[src/rtl/noc_sync_endpoint.sv]
// Clocked endpoint bridging a synchronous PE to a router's asynchronous local port.
// Tx: FIFO plus a 4-phase initiator. Rx: a 4-phase responder feeding a FIFO.
module noc_sync_endpoint #(
   parameter int         WIDTH    = 12,
   parameter logic [2:0] MY_ADDR  = 3'd0,
   parameter int         TX_DEPTH = 4,
   parameter int         RX_DEPTH = 4
) (
   input  logic             clk,
   input  logic             rst_n,
   input  logic             tx_valid,
   output logic             tx_ready,
   input  logic [2:0]       tx_dest,
   input  logic [WIDTH-7:0] tx_payload,
   output logic             net_tx_req,
   output logic [WIDTH-1:0] net_tx_data,
   input  logic             net_tx_ack,
   input  logic             net_rx_req,
   input  logic [WIDTH-1:0] net_rx_data,
   output logic             net_rx_ack,
   output logic             rx_valid,
   input  logic             rx_ready,
   output logic [2:0]       rx_src,
   output logic [WIDTH-7:0] rx_payload,
   output logic [15:0]      tx_count,
   output logic [15:0]      rx_count,
   output logic [7:0]       misroute_count
);

   localparam int TX_AW = $clog2(TX_DEPTH);
   localparam int RX_AW = $clog2(RX_DEPTH);
   localparam logic [TX_AW:0] TX_FULL = (TX_AW+1)'(TX_DEPTH);
   localparam logic [RX_AW:0] RX_FULL = (RX_AW+1)'(RX_DEPTH);

   typedef enum logic [1:0] {T_IDLE, T_SETUP, T_REQ, T_REL} tx_state_t;
   typedef enum logic       {R_WAIT, R_ACK} rx_state_t;

   tx_state_t tx_state, tx_next;
   rx_state_t rx_state, rx_next;

   logic [1:0] ack_sync, req_sync;
   logic       ack_s, req_s;

   logic [WIDTH-1:0] tx_mem [TX_DEPTH];
   logic [TX_AW-1:0] tx_wr_ptr, tx_rd_ptr;
   logic [TX_AW:0]   tx_cnt;
   logic             ready_q, tx_push, tx_pop, tx_done;

   // Destination bits are consumed at capture, so only source and payload are stored.
   logic [WIDTH-4:0] rx_mem [RX_DEPTH];
   logic [RX_AW-1:0] rx_wr_ptr, rx_rd_ptr;
   logic [RX_AW:0]   rx_cnt;
   logic             rx_cap, rx_pop;

   // NOTE: sequential state uses non-blocking (<=) so every flop samples pre-edge values.
   always_ff @(posedge clk) begin
      if (!rst_n) begin
         ack_sync <= '0;
         req_sync <= '0;
      end else begin
         ack_sync <= {ack_sync[0], net_tx_ack};
         req_sync <= {req_sync[0], net_rx_req};
      end
   end

   assign ack_s = ack_sync[1];
   assign req_s = req_sync[1];

   // ready_q keeps tx_ready low while reset is asserted.
   assign tx_ready = ready_q & (tx_cnt != TX_FULL);
   assign tx_push  = tx_valid & tx_ready;

   // NOTE: FIFO storage has no reset; pointers and counts alone define validity.
   always_ff @(posedge clk) begin
      if (tx_push) tx_mem[tx_wr_ptr] <= {tx_payload, MY_ADDR, tx_dest};
      if (rx_cap)  rx_mem[rx_wr_ptr] <= net_rx_data[WIDTH-1:3];
   end

   // NOTE: every always_comb output gets a default first so no latch is inferred.
   always_comb begin
      tx_next = tx_state;
      tx_pop  = 1'b0;
      tx_done = 1'b0;
      unique case (tx_state)
         T_IDLE:  if (tx_cnt != '0) begin
                     tx_pop  = 1'b1;
                     tx_next = T_SETUP;
                  end
         T_SETUP: tx_next = T_REQ;
         T_REQ:   if (ack_s) tx_next = T_REL;
         T_REL:   if (!ack_s) begin
                     tx_done = 1'b1;
                     tx_next = T_IDLE;
                  end
         default: tx_next = T_IDLE;
      endcase
   end

   always_ff @(posedge clk) begin
      if (!rst_n) begin
         tx_state    <= T_IDLE;
         ready_q     <= 1'b0;
         tx_wr_ptr   <= '0;
         tx_rd_ptr   <= '0;
         tx_cnt      <= '0;
         net_tx_req  <= 1'b0;
         net_tx_data <= '0;
         tx_count    <= '0;
      end else begin
         tx_state   <= tx_next;
         ready_q    <= 1'b1;
         net_tx_req <= (tx_next == T_REQ);
         if (tx_push) tx_wr_ptr <= tx_wr_ptr + 1'b1;
         if (tx_pop) begin
            tx_rd_ptr   <= tx_rd_ptr + 1'b1;
            net_tx_data <= tx_mem[tx_rd_ptr];
         end
         tx_cnt <= tx_cnt + (TX_AW+1)'(tx_push) - (TX_AW+1)'(tx_pop);
         if (tx_done) tx_count <= tx_count + 16'd1;
      end
   end

   // Occupancy test uses the pre-pop count, so a full FIFO being popped captures next cycle.
   always_comb begin
      rx_next = rx_state;
      rx_cap  = 1'b0;
      unique case (rx_state)
         R_WAIT:  if (req_s && (rx_cnt != RX_FULL)) begin
                     rx_cap  = 1'b1;
                     rx_next = R_ACK;
                  end
         R_ACK:   if (!req_s) rx_next = R_WAIT;
         default: rx_next = R_WAIT;
      endcase
   end

   assign rx_valid   = (rx_cnt != '0);
   assign rx_pop     = rx_valid & rx_ready;
   assign rx_src     = rx_valid ? rx_mem[rx_rd_ptr][2:0] : 3'd0;
   assign rx_payload = rx_valid ? rx_mem[rx_rd_ptr][WIDTH-4:3] : '0;

   always_ff @(posedge clk) begin
      if (!rst_n) begin
         rx_state       <= R_WAIT;
         rx_wr_ptr      <= '0;
         rx_rd_ptr      <= '0;
         rx_cnt         <= '0;
         net_rx_ack     <= 1'b0;
         rx_count       <= '0;
         misroute_count <= '0;
      end else begin
         rx_state   <= rx_next;
         net_rx_ack <= (rx_next == R_ACK);
         if (rx_cap) begin
            rx_wr_ptr <= rx_wr_ptr + 1'b1;
            rx_count  <= rx_count + 16'd1;
            if ((net_rx_data[2:0] != MY_ADDR) && (misroute_count != 8'hFF))
               misroute_count <= misroute_count + 8'd1;
         end
         if (rx_pop) rx_rd_ptr <= rx_rd_ptr + 1'b1;
         rx_cnt <= rx_cnt + (RX_AW+1)'(rx_cap) - (RX_AW+1)'(rx_pop);
      end
   end

endmodule

[config.mk]
export PLATFORM = sky130hd
export DESIGN_NAME = noc_sync_endpoint
export DESIGN_NICKNAME = d
export VERILOG_FILES = /design/src/rtl/noc_sync_endpoint.sv
export SDC_FILE = /design/constraint.sdc
export NUM_CORES = 1
export LEC_CHECK = 0
export ABC_AREA = 1
export BUFFER_PORTS_ARGS = -buffer_cell sky130_fd_sc_hd__buf_2
export CAP_MARGIN = 20
export CELL_PAD_IN_SITES_DETAIL_PLACEMENT = 0
export CELL_PAD_IN_SITES_GLOBAL_PLACEMENT = 1
export CORE_MARGIN = 3
export CORE_UTILIZATION = 46
export DETAILED_ROUTE_END_ITERATION = 16
export PLACE_DENSITY_LB_ADDON = 0.1
export SYNTH_ARGS = -nofsm -noshare
export SYNTH_HDL_FRONTEND = slang
export SYNTH_SLANG_ARGS = --single-unit
[constraint.sdc]
create_clock -name clk -period 4.97 [get_ports clk]
set_clock_uncertainty 0.15 [all_clocks]
set_input_delay 0.2485 -clock clk [delete_from_list [all_inputs] [get_ports clk]]
set_output_delay 0.2485 -clock clk [all_outputs]
set_load 0.01 [all_outputs]
==> results.md <==
- Status: finished, final reports clean
- Post-synthesis mux area share: 0%
- Most used cell, CP: inv_1
- CTS tree: yes
- Cells along the critical path: inv_1 -> nand3b_1 -> nand2_1 -> inv_1 -> ha_1 -> inv_1 -> ha_1 -> inv_1 -> fa_1 -> xnor2_1 -> o21ai_0 -> a21oi_1
- Number of diodes: 0
- Post-synthesis compound-gate area fraction: 9.484%
- Clock-pin slew on the worst setup and hold paths: 0.06 ns
- Initial Utilization: 47.24%
- Worst r2r path cells: 12
- Final Cell Area: 7607 um^2
- Core footprint: 13350 um^2
- Share of layout cells above drive strength 1: 15.61%
- Period utilisation layout: 54.46%
- Post-synthesis register bit count: 146
- I/O Buffers: 88
- Routed length per instance: 13.05 um
- Main combinational cell family by area after synthesis: simple AND/OR/NAND/NOR gates
- GP Congestion: 0.7771
- Overflow after GRT: 0
- Remaining antenna violation count: 0
- Synth Area in Adders: 3.611%
- Final hold vios: 0
- TNS Setup: 0 ns
- Area delta synth->final: 20.63%
- Initial antenna violation count: 0
- DPL Wire Length: 9.087 mm
- Average size of a mapped cell: 8.783 um^2
- Type of the worst setup path: reg -> reg
- Post-CTS setup buffer count: 0
- Req. time, crit path: 5.16 ns
- Synthesized instance count: 718
- Placed cell area: 6852 um^2
- RSZ-0062 raised after global routing: false
- First-pass GRT wire length: 21.76 mm
- Synth top area share: 34.29%
- Initial DRT Pass Iterations: 4
- CTS root buf: clkbuf_16
- Number of global-route vias before repair: 4585
- Fmax: 0.3694 GHz
- Max-cap violation count: 0
- CTS H-tree lvls: 4
- Worst slew margin: 34.37%
- Setup crit start kind: register
- CTS Buf Count: 17
- Die ar.: 15150 um^2
- DRC: 0
- Synth Area in XOR/XNOR: 0.8333%
- Post-synthesis cell area: 6306 um^2
- Vias: 4914
- Min-delay worst type: in -> reg
- Ports: 92
- Crit path time final: 2.707 ns
- Worst Path Arrival: 2.90 ns
- GR Util All Layers: 18.63%
- CTS Buffer Depth: 2
- Syn. warnings: 0
- Slowest cell on crit path: fa_1
- Peak supply drop: 0.1992 mV
- Register area share after synthesis: 57.78%
- FP Rows: 42
- Leak: 0.003159 uW
- CTS Sinks: 146
- Vias per inst: 4.841
- Setup violators final: 0
- Crit. End Element: register
- Starting DRT DRC Count: 311
- Simple-gate share of the synthesized area: 21.11%
- Final wirelength: 13.25 mm
- Layout fillers: 1218
- Ranking of synthesized cells by area: edfxtp_1 (34%), dfxtp_1 (23%), nor2_1 (9.2%)
- Worst-skew pair later-pin latency: 0.41 ns
- Max-slew violations: 0
- CP max FO: 12
- Final #Nets: 870
- Die width: 123.1 um
- Yosys cell types: 33
- Leading area contributor after synthesis: edfxtp_1
- Pwr per Cell Area: 440.4 nW/um^2
- Largest net degree at the start of global routing: 60
- Worst hold stages: 4
- Die H: 123.1 um
- Worst path max stage delay: 0.37 ns
- Worst Max-Slew Pin Slew: 0.9845 ns
==> critical path, delay by kind of cell, from the launching register on <==
family | cells | cell delay [ns]
AO/OA/AOI/OAI | 2 | 0.27
XOR/XNOR | 1 | 0.18
adder cells (fa/ha/maj) | 3 | 0.83
buffers and inverters | 4 | 0.48
AND/OR/NAND/NOR | 2 | 0.40
flip-flops | 1 | 0.33
==> logic make-up (layout without fill, tap and decap cells) <==
group,after synthesis,after routing
buffers and inverters,109,228
XOR/XNOR,6,6
flip-flops,146,146
other,1,3
AND/OR/NAND/NOR,323,323
AO/OA/AOI/OAI,116,116
adder cells (fa/ha/maj),17,17
==> what timing repair did <==
action                    CTS  global route
hold endpoints to repair   76             0
hold buffers               21             0
gates resized for setup     0             0
==> flip-flops by register name (all words and copies together) (netlist names), 2 cells and up, named ones only <==
signal / flops
req_sync: 2
rx_cnt: 3
rx_wr_ptr: 2
rx_mem: 36
ack_sync: 2
misroute_count: 8
tx_mem: 36
tx_wr_ptr: 2
tx_state: 2
tx_cnt: 3
tx_count: 16
net_tx_data: 9
tx_rd_ptr: 2
rx_count: 16
rx_rd_ptr: 2
==> report_power, final <==
group | leakage (uW) | internal (uW) | total (uW) | switching [uW]
clock | 0.000260 | 667 | 1150 | 485
sequential | 0.00125 | 1380 | 1490 | 114
combinational | 0.00164 | 260 | 709 | 449
==> Yosys cell counts <==
library cell,count
nor2_1,155
nand2_1,113
inv_1,85
dfxtp_1,74
edfxtp_1,72
o21ai_0,64
a21oi_1,38
nand3_1,24
ha_1,15
o22ai_1,9
clkbuf_1,8
buf_2,7
nor2_2,7
nand4_1,6
nor3_1,6
xor2_1,5
buf_4,4
nand2_2,3
nand3b_1,3
and2_1,2
buf_6,2
clkinv_1,2
fa_1,2
nor2_4,2
o21ai_1,2
a31oi_1,1
and3_1,1
clkbuf_2,1
conb_1,1
nand2_4,1
o211ai_1,1
o21bai_1,1
xnor2_1,1
==> cells in the final DEF (no fill, tap or decap), types with 3 or more instances in the layout <==
| cell | synthesis | layout |
|---|---|---|
| nand2_2 | 3 | 3 |
| xor2_1 | 5 | 5 |
| ha_1 | 15 | 15 |
| dfxtp_1 | 74 | 74 |
| nor2_1 | 155 | 155 |
| clkinvlp_4 | 0 | 3 |
| o21ai_0 | 64 | 64 |
| inv_1 | 85 | 85 |
| buf_2 | 7 | 88 |
| nand3b_1 | 3 | 3 |
| edfxtp_1 | 72 | 72 |
| clkbuf_16 | 0 | 17 |
| conb_1 | 1 | 3 |
| nor2_2 | 7 | 7 |
| dlygate4sd3_1 | 0 | 21 |
| nand3_1 | 24 | 24 |
| clkinv_4 | 0 | 5 |
| nand4_1 | 6 | 6 |
| a21oi_1 | 38 | 38 |
| nor3_1 | 6 | 6 |
| o22ai_1 | 9 | 9 |
| nand2_1 | 113 | 113 |
==> metal layers <==
layer  vias to the layer above  global-route usage (%)  part of all wire (%)
met5                         -                       0                     0
met4                         0                   7.059                   1.3
met3                        10                   4.346                   4.4
met2                        95                   32.15                    49
met1                      2266                   22.72                    45
li1                       2543                       -                     -
==> worst paths after layout <==
check                    from      endpoint  slack (ns)
setup / recovery    tx_cnt[1]     tx_cnt[2]        2.26
hold / removal       rx_ready  rx_rd_ptr[0]        0.05
setup reg to reg    tx_cnt[1]     tx_cnt[2]        2.26
hold reg to reg   ack_sync[0]   ack_sync[1]        0.27
==> area by class of cell <==
type	instances	area [um^2]	area share, %
Sequential cell	146	3643	47.89
Multi-Input combinational cell	465	2221	29.19
Timing Repair Buffer	109	650.6	8.553
Clock buffer	21	460.4	6.053
Inverter	87	326.6	4.293
Tap cell	176	220.2	2.895
Clock inverter	11	85.08	1.118
==> per-stage QoR <==
stage          hold WS [ns]  setup WS (ns)  utilization [%]  cells  power [uW]
6_report            0.05456          2.263            56.99   1015        3351
5_1_grt             0.07352          1.948            56.99   1015        3575
4_1_cts             0.04045          2.225            56.99   1015        3395
3_5_place_dp         0.2592          2.255            51.33    962        2223
3_3_place_gp         0.2527          2.401            51.33    962        2194
2_1_floorplan        0.1262          2.519                -    720        1969
No activity file was read; power rests on OpenSTA's default activity.
